**config.mk**
```make
export PLATFORM = sky130hd
export DESIGN_NAME = csr_file_flat
export DESIGN_NICKNAME = d
export VERILOG_FILES = /design/src/rtl/csr_file_pkg.sv /design/src/rtl/csr_file_if.sv /design/src/rtl/csr_counter64.sv /design/src/rtl/csr_file.sv /design/src/flat_wrapper.sv
export SDC_FILE = /design/constraint.sdc
export NUM_CORES = 1
export LEC_CHECK = 0
export ABC_AREA = 1
export CORE_UTILIZATION = 30
export CTS_CLUSTER_DIAMETER = 120
export DETAILED_ROUTE_END_ITERATION = 12
export GPL_TIMING_DRIVEN = 0
export HOLD_SLACK_MARGIN = 0.08
export SETUP_SLACK_MARGIN = 0.15
export SYNTH_ARGS = -nofsm -noshare
export SYNTH_HDL_FRONTEND = slang
export SYNTH_HIERARCHICAL = 1
export SYNTH_SLANG_ARGS = --single-unit
export TNS_END_PERCENT = 5
```
**constraint.sdc**
```tcl
create_clock -name clk -period 4 [get_ports clk]
set_input_delay 0.4 -clock clk [delete_from_list [all_inputs] [get_ports clk]]
set_output_delay 0.4 -clock clk [all_outputs]
set_load 0.1 [all_outputs]
```
**src/rtl/csr_file_pkg.sv**
```systemverilog
// Shared CPU definitions for the machine-mode CSR block: addresses, bit
// positions, the reset trap vector and the sleep state encoding.
package CPU_def;

  localparam logic [11:0] CSR_MSTATUS   = 12'h300;
  localparam logic [11:0] CSR_MIE       = 12'h304;
  localparam logic [11:0] CSR_MTVEC     = 12'h305;
  localparam logic [11:0] CSR_MEPC      = 12'h341;
  localparam logic [11:0] CSR_MIP       = 12'h344;
  localparam logic [11:0] CSR_MCYCLE    = 12'hB00;
  localparam logic [11:0] CSR_MINSTRET  = 12'hB02;
  localparam logic [11:0] CSR_MCYCLEH   = 12'hB80;
  localparam logic [11:0] CSR_MINSTRETH = 12'hB82;
  localparam logic [11:0] CSR_CYCLE     = 12'hC00;
  localparam logic [11:0] CSR_INSTRET   = 12'hC02;
  localparam logic [11:0] CSR_CYCLEH    = 12'hC80;
  localparam logic [11:0] CSR_INSTRETH  = 12'hC82;

  localparam int MSTATUS_MIE  = 3;
  localparam int MSTATUS_MPIE = 7;
  localparam int MIE_MTIE     = 7;
  localparam int MIE_MEIE     = 11;
  localparam int MIP_MTIP     = 7;
  localparam int MIP_MEIP     = 11;

  localparam logic [31:0] MTVEC_INIT_DEF = 32'h0001_0000;

  typedef enum logic {
    RUN   = 1'b0,
    SLEEP = 1'b1
  } csr_state_t;

endpackage

```
**src/rtl/csr_file_if.sv**
```systemverilog
// Execute-stage to CSR-unit interface: the decoded CSR operation going in,
// the pre-update CSR value coming back.
interface inf_EX_CSR;

  logic [31:0] pc;
  logic [11:0] csr_addr;
  logic [31:0] rs1_rdata;
  logic        reg_wr;
  logic        wr;
  logic        set;
  logic        clr;
  logic        mret;
  logic        wfi;
  logic [31:0] rd_wdata;

  modport EX2CSR (
    output pc, csr_addr, rs1_rdata, reg_wr, wr, set, clr, mret, wfi,
    input  rd_wdata
  );

  modport CSR2EX (
    input  pc, csr_addr, rs1_rdata, reg_wr, wr, set, clr, mret, wfi,
    output rd_wdata
  );

endinterface

```
**src/rtl/csr_counter64.sv**
```systemverilog
// 64-bit free-running counter with independently writable halves; a write to
// either half takes the place of that cycle's increment.
module csr_counter64 (
  input  logic        clk,
  input  logic        rst,
  input  logic        inc,
  input  logic        wr_lo,
  input  logic        wr_hi,
  input  logic [31:0] wdata,
  output logic [63:0] q
);

  // NOTE: sequential state uses non-blocking assignments so every register
  // samples the pre-edge values, independent of statement order.
  always_ff @(posedge clk) begin
    if (rst) begin
      q <= '0;
    end else if (wr_lo || wr_hi) begin
      if (wr_lo) q[31:0]  <= wdata;
      if (wr_hi) q[63:32] <= wdata;
    end else if (inc) begin
      q <= q + 64'd1;
    end
  end

endmodule

```
**src/rtl/csr_file.sv**
```systemverilog
// Machine-mode CSR unit: status/interrupt/trap/counter registers, interrupt
// and mret arbitration, WFI sleep, and a single fetch redirect.
module csr_file
  import CPU_def::*;
#(
  parameter logic [31:0] MTVEC_INIT = MTVEC_INIT_DEF
) (
  input  logic             clk,
  input  logic             rst,
  inf_EX_CSR.CSR2EX        ex,
  input  logic             ex_valid,
  input  logic             ex_stall,
  input  logic             inst_retire,
  input  logic             irq_ext,
  input  logic             irq_timer,
  output logic             redirect,
  output logic [31:0]      redirect_pc,
  output logic             csr_stall
);

  csr_state_t  state_q, state_d;
  logic        mstatus_mie, mstatus_mpie;
  logic        mie_mtie, mie_meie;
  logic [31:2] mepc_q;
  logic [31:0] wake_pc_q;
  logic [63:0] mcycle, minstret;

  logic        run, irq_pend, take_irq, commit, csr_op;
  logic        do_mret, do_wfi, wake_trap;
  logic [31:0] old_val, new_val;
  logic        unused_reg_wr;

  assign unused_reg_wr = ex.reg_wr;

  assign run      = (state_q == RUN);
  assign irq_pend = (mie_meie & irq_ext) | (mie_mtie & irq_timer);
  assign take_irq = ex_valid & ~ex_stall & run & mstatus_mie & irq_pend;
  assign commit   = ex_valid & ~ex_stall & ~take_irq & run;
  assign csr_op   = commit & (ex.wr | ex.set | ex.clr);
  assign do_mret  = commit & ex.mret;
  assign do_wfi   = commit & ex.wfi;
  // Waking from WFI ignores MIE; MIE only picks trap versus plain resume.
  assign wake_trap = ~run & irq_pend & mstatus_mie;
  assign csr_stall = ~run;

  // NOTE: every output of a combinational block gets a default first, so no
  // path through the case statement can leave a latch behind.
  always_comb begin
    old_val = '0;
    unique case (ex.csr_addr)
      CSR_MSTATUS: begin
        old_val[MSTATUS_MIE]  = mstatus_mie;
        old_val[MSTATUS_MPIE] = mstatus_mpie;
        old_val[12:11]        = 2'b11;
      end
      CSR_MIE: begin
        old_val[MIE_MTIE] = mie_mtie;
        old_val[MIE_MEIE] = mie_meie;
      end
      CSR_MIP: begin
        old_val[MIP_MTIP] = irq_timer;
        old_val[MIP_MEIP] = irq_ext;
      end
      CSR_MTVEC:                 old_val = MTVEC_INIT;
      CSR_MEPC:                  old_val = {mepc_q, 2'b00};
      CSR_MCYCLE,   CSR_CYCLE:   old_val = mcycle[31:0];
      CSR_MCYCLEH,  CSR_CYCLEH:  old_val = mcycle[63:32];
      CSR_MINSTRET, CSR_INSTRET: old_val = minstret[31:0];
      CSR_MINSTRETH, CSR_INSTRETH: old_val = minstret[63:32];
      default:                   old_val = '0;
    endcase
  end

  assign ex.rd_wdata = old_val;

  always_comb begin
    new_val = old_val & ~ex.rs1_rdata;
    if (ex.wr)       new_val = ex.rs1_rdata;
    else if (ex.set) new_val = old_val | ex.rs1_rdata;
  end

  always_comb begin
    state_d     = state_q;
    redirect    = 1'b0;
    redirect_pc = '0;
    unique case (state_q)
      RUN: begin
        if (take_irq) begin
          redirect    = 1'b1;
          redirect_pc = MTVEC_INIT;
        end else if (do_mret) begin
          redirect    = 1'b1;
          redirect_pc = {mepc_q, 2'b00};
        end else if (do_wfi) begin
          state_d = SLEEP;
        end
      end
      SLEEP: begin
        if (irq_pend) begin
          redirect    = 1'b1;
          redirect_pc = mstatus_mie ? MTVEC_INIT : wake_pc_q;
          state_d     = RUN;
        end
      end
      default: state_d = RUN;
    endcase
  end

  always_ff @(posedge clk) begin
    if (rst) begin
      state_q      <= RUN;
      mstatus_mie  <= 1'b0;
      mstatus_mpie <= 1'b0;
      mie_mtie     <= 1'b0;
      mie_meie     <= 1'b0;
      mepc_q       <= '0;
      wake_pc_q    <= '0;
    end else begin
      state_q <= state_d;
      if (take_irq) begin
        mepc_q       <= ex.pc[31:2];
        mstatus_mpie <= mstatus_mie;
        mstatus_mie  <= 1'b0;
      end else if (wake_trap) begin
        mepc_q       <= wake_pc_q[31:2];
        mstatus_mpie <= 1'b1;
        mstatus_mie  <= 1'b0;
      end else if (do_mret) begin
        mstatus_mie  <= mstatus_mpie;
        mstatus_mpie <= 1'b1;
      end else if (csr_op) begin
        unique case (ex.csr_addr)
          CSR_MSTATUS: begin
            mstatus_mie  <= new_val[MSTATUS_MIE];
            mstatus_mpie <= new_val[MSTATUS_MPIE];
          end
          CSR_MIE: begin
            mie_mtie <= new_val[MIE_MTIE];
            mie_meie <= new_val[MIE_MEIE];
          end
          CSR_MEPC: mepc_q <= new_val[31:2];
          default: ;
        endcase
      end
      if (do_wfi) wake_pc_q <= ex.pc + 32'd4;
    end
  end

  csr_counter64 u_mcycle (
    .clk   (clk),
    .rst   (rst),
    .inc   (1'b1),
    .wr_lo (csr_op && ex.csr_addr == CSR_MCYCLE),
    .wr_hi (csr_op && ex.csr_addr == CSR_MCYCLEH),
    .wdata (new_val),
    .q     (mcycle)
  );

  csr_counter64 u_minstret (
    .clk   (clk),
    .rst   (rst),
    .inc   (inst_retire),
    .wr_lo (csr_op && ex.csr_addr == CSR_MINSTRET),
    .wr_hi (csr_op && ex.csr_addr == CSR_MINSTRETH),
    .wdata (new_val),
    .q     (minstret)
  );

endmodule

```
**src/flat_wrapper.sv**
```systemverilog
// flat-port wrapper written by rule: the top's interface ports become plain ports
module csr_file_flat import CPU_def::*;
#(
  parameter logic [31:0] MTVEC_INIT = MTVEC_INIT_DEF
)
  (clk, rst, ex_valid, ex_stall, inst_retire, irq_ext, irq_timer, redirect, redirect_pc, csr_stall, ex_pc, ex_csr_addr, ex_rs1_rdata, ex_reg_wr, ex_wr, ex_set, ex_clr, ex_mret, ex_wfi, ex_rd_wdata);
  inf_EX_CSR ex_i ();
  input  logic clk;
  input  logic rst;
  input  logic ex_valid;
  input  logic ex_stall;
  input  logic inst_retire;
  input  logic irq_ext;
  input  logic irq_timer;
  output logic redirect;
  output logic [31:0] redirect_pc;
  output logic csr_stall;
  input wire logic [$bits(ex_i.pc)-1:0] ex_pc;
  input wire logic [$bits(ex_i.csr_addr)-1:0] ex_csr_addr;
  input wire logic [$bits(ex_i.rs1_rdata)-1:0] ex_rs1_rdata;
  input wire logic [$bits(ex_i.reg_wr)-1:0] ex_reg_wr;
  input wire logic [$bits(ex_i.wr)-1:0] ex_wr;
  input wire logic [$bits(ex_i.set)-1:0] ex_set;
  input wire logic [$bits(ex_i.clr)-1:0] ex_clr;
  input wire logic [$bits(ex_i.mret)-1:0] ex_mret;
  input wire logic [$bits(ex_i.wfi)-1:0] ex_wfi;
  output wire logic [$bits(ex_i.rd_wdata)-1:0] ex_rd_wdata;
  assign ex_i.pc = ex_pc;
  assign ex_i.csr_addr = ex_csr_addr;
  assign ex_i.rs1_rdata = ex_rs1_rdata;
  assign ex_i.reg_wr = ex_reg_wr;
  assign ex_i.wr = ex_wr;
  assign ex_i.set = ex_set;
  assign ex_i.clr = ex_clr;
  assign ex_i.mret = ex_mret;
  assign ex_i.wfi = ex_wfi;
  assign ex_rd_wdata = ex_i.rd_wdata;
  csr_file #(.MTVEC_INIT(MTVEC_INIT)) u_core (.clk(clk), .rst(rst), .ex(ex_i), .ex_valid(ex_valid), .ex_stall(ex_stall), .inst_retire(inst_retire), .irq_ext(irq_ext), .irq_timer(irq_timer), .redirect(redirect), .redirect_pc(redirect_pc), .csr_stall(csr_stall));
endmodule
```
# Word-level counts from Yosys, hierarchy flattened

Cells that the tools add are included.

Input bits: 89
Output and inout bits: 66
Logic and storage cells: 124
Bits in registers: 195

Eq/ne operators: 18
Reduce and logical (&&, ||, !) cells: 24
Bitwise gates (word level): 24
Multiplexer cells: 44
Add/sub/neg operators: 3

Operators by type and width:

| operator                                               | count |
|---|---|
| 2-to-1 mux 32 bit                                      | 10 |
| 2-to-1 mux 64 bit                                      | 3 |
| 2-to-1 mux 30 bit                                      | 5 |
| adder 64 x 1 -> 64 bit (second input constant)         | 2 |
| one-hot mux 19 bit (6 select lines)                    | 1 |
| equality test 12 bit (second input constant)           | 8 |
| one-hot mux 32 bit (2 select lines)                    | 1 |
| equality test 12 x 10 -> 1 bit (second input constant) | 5 |
| one-hot mux 3 bit (5 select lines)                     | 3 |
| adder 32 x 3 -> 32 bit (second input constant)         | 1 |
| bitwise AND 32 bit                                     | 1 |
| NOT 32 bit                                             | 1 |
| bitwise OR 32 bit                                      | 1 |
| one-hot mux 1 bit (8 select lines)                     | 2 |
| 2-to-1 mux 1 bit                                       | 15 |
| bitwise AND 1 bit                                      | 13 |
| one-hot mux 1 bit (6 select lines)                     | 2 |
| inequality test 2 bit (second input constant)          | 4 |
| AND reduction 2 bit                                    | 4 |
| nonzero test 4 bit                                     | 2 |
| OR reduction 2 bit                                     | 4 |
| nonzero test 2 bit                                     | 3 |
| nonzero test 3 bit                                     | 2 |
| NOT 1 bit                                              | 5 |
| other kinds (8)                                        | 15 |

# Depth between registers and ports, before layout

Gate-level depths: netlist (run 1).

Depth after elaboration: 13
Mapped depth: 17
Depth with buffers taken out: 16

# Modules after synthesis

Netlist (run 1), hierarchy kept.

Modules (own cells, without submodules):

| module        | seq. area each (um^2) | area an instance (um^2) | instances | cells an instance |
|---|---|---|---|---|
| csr_counter64 | 1281.2                | 4788.3                  | 2         | 853 |
| csr_file      | 1341.3                | 6402.4                  | 1         | 1137 |

# Worst setup path before layout (run 1)

No wires, ideal clock.

Kind: reg-to-output
From: reg u_core.state_q (netlist: u_core/csr_stall)
To: out redirect_pc[11]
Stages on the path, launching flop included: 6
Data required time: 3.600 ns
Path buffers: 1
Path slack: -0.174 ns
Data arrival time: 3.774 ns
Cells stage by stage: dfxtp_1 > nand2_2 > inv_2 > nand2_1 > clkbuf_1 > o21ai_0

Longest elaborated chain between the ends: 11

Ends and longest elaborated chain:

| element                                 | RTL line                       | source |
|---|---|---|
| start: declaration                      | csr_file.sv:21                 | `csr_state_t state_q, state_d;` |
| start signal: assignment                | csr_file.sv:119                | `state_q <= state_d;` |
| NOT 1 bit                               | csr_file.sv:35, csr_file.sv:86 |  |
| bitwise AND 1 bit (3 in series)         | csr_file.sv:37                 | `assign take_irq = ex_valid & ~ex_stall & run & mstatus_mie & irq_pend;` |
| NOT 1 bit (no source line)              | -                              |  |
| bitwise AND 1 bit (2 in series)         | csr_file.sv:38                 | `assign commit = ex_valid & ~ex_stall & ~take_irq & run;` |
| bitwise AND 1 bit                       | csr_file.sv:40                 | `assign do_mret = commit & ex.mret;` |
| 2-to-1 mux 32 bit                       | csr_file.sv:91                 | `end else if (do_mret) begin` |
| 2-to-1 mux 32 bit                       | csr_file.sv:88                 | `if (take_irq) begin` |
| one-hot mux 32 bit (2 select lines) (*) | csr_file.sv:86                 | `unique case (state_q)` |
| end: declaration                        | flat_wrapper.sv:16             | `output logic [31:0] redirect_pc;` |

Every way passes the cells marked *; elsewhere a longest branch is shown, timed or not.

# Final worst setup path (run 1)

From: reg u_core.state_q (netlist: u_core/csr_stall)
To: out redirect_pc[19]

Same word-level chain as after synthesis.

==> metrics.cfg, run 1 <==
[outcome]
status = finished, final reports clean

[power_and_ir_drop]
comb_power_share_pct = 15.4
vdd_ir_drop_max_mv = 0.358
power.density_nw_per_um2 = 257
pwr-share-clk_pct = 39.1
leakagePower_uw = 0.00778
p_int_uw = 3150
power.switching_uw = 1730
p_sw_share_pct = 35.4
p_seq_share_pct = 45.5

[timing]
slew_viol_final = 0
rsz0062_at_grt = yes
finalHoldViolCount = 0
clock.fmax_mhz = 262
finClkSkew_ps = 27.3
min_period_ps = 3820
whs_ps = 363
finalSetupViolCount = 0
fin_crit_sh_pct = 95.5
slew_headroom_pct = 34.0
worst_slew_pin_slew_ps = 987

[hold_path]
worstHoldStart = ex_pc[18]
worst_hold_path.num_cells = 4
hold_path_class = primary input to register

[setup_path]
path_depth = 9
rr_startpoint = u_core/csr_stall
crit_fanout = 10
critical_path.top_delay_family = buffers and inverters
cp-start-kind = register
cp_slowest_cell = clkdlybuf4s15_1
crit_buf_inv = 3
arrival_ps = 3420
cp_common_cell = nand2_1
worstPathRequired_ps = 3600
end_kind = primary output
worstPathCellList = nor2_1, nand2_2, inv_2, nand2_1, nor2_2, clkbuf_1, nand2_1, o21ai_0, clkdlybuf4s15_1
critPathKind = register to primary output
critPathMaxStageDelay_ps = 860
reg2regPathDepth = 14
cp-startpoint = u_core/csr_stall

[die]
row_count = 84
die-area_um2 = 54200
die_h_um = 233
start_util_pct = 30.4
coreArea_um2 = 52600
die_width_um = 233
io-pin-count = 155

[place]
dp_cells = 3683
place_congestion = 1.03
portBuffers = 151
place_area_um2 = 18400
hpwlAfterDp_mm = 67.6

[synth]
syn-cell-area_um2 = 16000
synth_area_leaders = dfxtp_1, nand2_1, a21oi_1
yosysTopAreaCell = dfxtp_1
synth_top_area_share_pct = 24.4
avgSynthCellArea_um2 = 5.62
synth_ff_type = dfxtp_1
synth-seq-cells = 195
ys_types = 47
synth_common_cells = nand2_1, nor2_1, a21oi_1, inv_1, nand3_1
synth_seq_area_share_pct = 24.4
yosysMostFrequentCell = nand2_1
synth_edf_count = 0
syn-instance-count = 2843
async_flop_share_pct = 0
yosys_warnings = 6

[layout]
instances_no_fill = 3715
nets = 3106
diodes = 0
final_area_um2 = 19000
syn2layout_area_growth_pct = 19.0
drive_gt1_share_pct = 7.07

[cts]
cts_tree = done
cts_root_buf = clkbuf_16
clock-sinks = 195
cts_buffer_depth = 2
cts_buffers = 17
clk_pin_slew_ps = 100
clk_latency_ps = 530
h-tree-depth = 4

[global_route]
grt_use_total_pct = 31.0
grt_max_degree = 24
grt_overflow = 0
grt_first_pass_wirelength_mm = 121
first_global_vias = 18300
antenna_found_initial = 1

[drt]
dr.pass1.iters = 6
drcViolationCount = 0
ant_nets = 0
dr_total_vias = 20600
routed_wl_mm = 84.7
drtIter0Drc = 3025
vias_per_cell = 5.55
wl_per_cell_um = 22.8

[run]
maxCapViolCount = 0

==> per-layer routing <==
| metal | routed length (um) | GRT usage [%] |
|---|---|---|
| met4 | 5060 | 18.0 |
| met3 | 9880 | 7.45 |
| met2 | 35600 | 46.3 |
| met5 | 0 | 0 |
| met1 | 34200 | 40.3 |
==> power groups by stage <==
stage | registers (uW) | logic (uW) | clock network, uW
6_report | 2220 | 751 | 1910
5_1_grt | 2220 | 796 | 2000
4_1_cts | 2200 | 720 | 1950
3_5_place_dp | 2250 | 718 | 0
3_3_place_gp | 2250 | 717 | 0
2_1_floorplan | 2150 | 400 | 0
==> flip-flops by register name, indices dropped and copies added, names as in the netlist <==
register	cells
u_core/u_minstret/q	64
u_core/mstatus_mie	1
u_core/csr_stall	1
u_core/mie_mtie	1
u_core/mie_meie	1
u_core/wake_pc_q	32
u_core/u_mcycle/q	64
u_core/mstatus_mpie	1
u_core/mepc_q	30
==> path summary, 6_finish.rpt <==
kind | slack [ps] | end
setup / recovery | 180 | redirect_pc[19]
hold / removal | 360 | u_core/wake_pc_q[18]
setup reg to reg | 200 | u_core/u_mcycle/q[26]
hold reg to reg | 470 | u_core/wake_pc_q[1]
==> area by class of cell <==
cell class                 instances  area [um2]
buffer                           116         524
clock inverter                    15         214
inverter                         301        1130
tap                              688         861
fill                            5966       33500
clock buffer                      17         425
sequential                       195        3900
timing repair buffer             151        1530
multi-input combinational       2232       10400
==> cells in the final DEF (no fill, tap or decap), types with 8 or more instances in the layout <==
cell type / instances
o21bai_1: 48
nand2_1: 727
nor2_2: 22
o21ai_1: 48
o21ai_0: 242
nand2_2: 25
clkinv_8: 8
inv_1: 281
nor3_1: 15
clkbuf_1: 74
a21oi_1: 300
nand3_1: 243
buf_1: 8
o22ai_1: 10
clkbuf_16: 17
clkdlybuf4s50_1: 102
inv_2: 18
dlymetal6s2s_1: 25
o211ai_1: 16
buf_2: 23
dfxtp_1: 195
clkdlybuf4s15_2: 11
xor2_1: 14
nor2_1: 392
clkbuf_2: 12
nor2_4: 15
nand4_1: 30
or2_2: 31
==> cells by family after synthesis <==
kind of cell / Yosys count / share of synthesized area (%)
and+or+nand+nor: 1522 / 40.8
AOI/OAI and AO/OA: 685 / 23.0
buffers and inverters: 417 / 10.4
DFF: 195 / 24.4
xor gates and xnor gates: 20 / 1.10
adders and majority gates: 3 / 0.235
other: 1 / 0.0235
==> worst register-to-register path, stage by stage, from the launching register on <==
cell,delay [ps]
dfxtp_1,370
nor2_1,140
nand2_2,120
inv_2,90
nand2_1,90
nor2_1,330
nand3_1,300
nor3_1,540
inv_1,100
a21oi_1,600
inv_1,150
clkbuf_1,290
buf_2,280
a21oi_1,160
nor2_1,110
==> what timing repair did <==
action | CTS | global route
hold buffers | 0 | 0
buffers inserted | 0 | 0
hold endpoints to repair | 0 | 0
gates resized for setup | 55 | 54
endpoints found under the setup margin | 24 | 38
==> metrics by stage <==
| step | setup slack, ps | TNS, ps | utilization, % | power, uW |
|---|---|---|---|---|
| 5_1_grt | 85.5 | 0 | 36.2 | 5020 |
| 3_3_place_gp | -138 | -2060 | 34.9 | 2970 |
| 2_1_floorplan | -174 | -2230 | - | 2550 |
| 6_report | 182 | 0 | 36.2 | 4880 |
| 4_1_cts | 138 | 0 | 36.2 | 4870 |
| 3_5_place_dp | -146 | -2200 | 34.9 | 2970 |
Power figures use the tool's default switching activity.
==> run 2: changes to the inputs <==
- clock period: 4 -> 4.7 ns (I/O delays scaled with it)
==> run 2 against run 1 <==
Effect of this change: setup slack better by 120 ps; wire length barely moved; sequential power fell by 15%; combinational power fell by 15%; count of clock-buffer cells in the layout did not move; critical path depth stayed put; flip-flop and latch count unchanged; final area about the same; total power shrank 15%; critical path type is now primary input to primary output; die area stayed put.
==> metrics.cfg, run 2 (synthesized netlist as in run 1, its figures left out) <==
[timing]
min_period_ps = 4390
fin_tns_setup_ps = 0
finalHoldViolCount = 0
slew_viol_final = 0
finClkSkew_ps = 23.8
setup_ws_ps = 306
fin_crit_sh_pct = 93.5
finalSetupViolCount = 0
worst_slew_pin_slew_ps = 994
slew_headroom_pct = 33.5
clock.fmax_mhz = 228
rsz0062_at_grt = no

[setup_path]
reg2regPathDepth = 14
timing.rr.end = u_core/u_mcycle/q[8]
critPathKind = primary input to primary output
worstPathRequired_ps = 4230
cp-start-kind = primary input
rr_startpoint = u_core/csr_stall
crit_fanout = 10
critPathMaxStageDelay_ps = 1230
end_kind = primary output
crit_buf_inv = 4
rrSetupSlack_ps = 880
arrival_ps = 3920
critical_path.top_delay_family = buffers and inverters
path_depth = 9
cp_slowest_cell = clkdlybuf4s50_1
worstPathCellList = clkdlybuf4s50_1, inv_1, o22ai_2, nand2_2, nand2_1, nor2_2, inv_1, o21ai_0, clkdlybuf4s50_1

[layout]
instances_no_fill = 3715
final_common_cell = nand2_1
drive_gt1_share_pct = 6.31
nets = 3106
final_cell_mix = nand2_1, nor2_1, a21oi_1
syn2layout_area_growth_pct = 18.9
diodes = 0
utilization_pct = 36.1
top_regs = u_core/u_mcycle/q (64), u_core/u_minstret/q (64), u_core/wake_pc_q (32)
fill_cells = 5971

[cts]
cts_buffers = 17
cts_tree = done
clk_pin_slew_ps = 100
post_cts_resized = 0
h-tree-depth = 4
cts_root_buf = clkbuf_16
cts_hold_buf = 0
clock-sinks = 195
clk_latency_ps = 530
post_cts_buffers = 0
cts_buffer_depth = 2

[hold_path]
hold_end = u_core/wake_pc_q[18]
worstHoldStart = ex_pc[18]
hold_path_class = primary input to register
worst_hold_path.num_cells = 4

[global_route]
grt_max_degree = 24
grt_overflow = 0
grt_use_total_pct = 31.0
antenna_found_initial = 1
grt_first_pass_wirelength_mm = 121
first_global_vias = 18300

[drt]
met1_length_mm = 34.1
vias_per_cell = 5.55
drtIter0Drc = 2910
wl_per_cell_um = 22.8
routed.top_layer = met4
dr.pass1.iters = 6
met2_wirelength_mm = 35.6
wl_met3_mm = 9.93
ant_nets = 0
dr_total_vias = 20600
drcViolationCount = 0
routed_wl_mm = 84.8

[place]
place_congestion = 1.03
portBuffers = 151
dp_cells = 3683
dp_slack_ps = 414
hpwlAfterDp_mm = 67.6

[power_and_ir_drop]
power.density_nw_per_um2 = 218
leakagePower_uw = 0.00729
vdd_ir_drop_max_mv = 0.305

[die]
die-area_um2 = 54200
io-pin-count = 155
die_width_um = 233
row_count = 84
start_util_pct = 30.4
die_h_um = 233
coreArea_um2 = 52600

[run]
maxCapViolCount = 0

[outcome]
status = finished, final reports clean

-- run 2: cell count changes in the layout (fill, tap and decap cells not counted), sizes merged --
cell / previous run / this run
clkdlybuf4s15: 12 / 0
dlymetal6s2s: 25 / 0
clkdlybuf4s50: 102 / 151
clkbuf: 103 / 91
-- run 2: per-stage QoR --
step	total power, uW	hold WS, ps	area (um2)
2_1_floorplan	2170	430	16000
3_3_place_gp	2530	443	18400
3_5_place_dp	2520	448	18400
4_1_cts	4150	402	19000
5_1_grt	4270	447	19000
6_report	4150	434	19000
-- run 2: metal layers --
layer / vias up / track usage [%]
met2: 1302 / 46.2
li1: 9647 / -
met1: 9444 / 40.4
met4: 0 / 18.2
met5: - / 0
met3: 239 / 7.40
-- run 2: area by class of cell --
type / instances / area, um2 / area share [%]
Buffer: 116 / 524 / 2.76
Timing Repair Buffer: 151 / 1510 / 7.96
Tap cell: 688 / 861 / 4.53
Clock inverter: 15 / 214 / 1.13
Clock buffer: 17 / 425 / 2.24
Sequential cell: 195 / 3900 / 20.6
Multi-Input combinational cell: 2232 / 10400 / 54.9
Inverter: 301 / 1130 / 5.96
-- run 2: report_power, final --
group | internal, uW | switching, uW | total [uW]
sequential | 1730 | 160 | 1890
combinational | 215 | 425 | 641
clock | 738 | 882 | 1620
total | 2680 | 1470 | 4150
-- run 2: how the worst max path moves through the flow --
stage                     startpoint         endpoint  slack (ps)
finish                       irq_ext  redirect_pc[31]         310
global route        u_core/csr_stall  redirect_pc[29]         260
CTS                 u_core/csr_stall  redirect_pc[20]         420
detailed placement           irq_ext  redirect_pc[20]         410
global placement             irq_ext  redirect_pc[20]         420
floorplan           u_core/csr_stall  redirect_pc[11]         460
-- run 2: tightest hold or removal path, delay by kind of cell --
family	cells	cell delay (ps)
buffers and inverters	2	250
AOI/OAI and AO/OA	1	70
xor gates and xnor gates	1	150
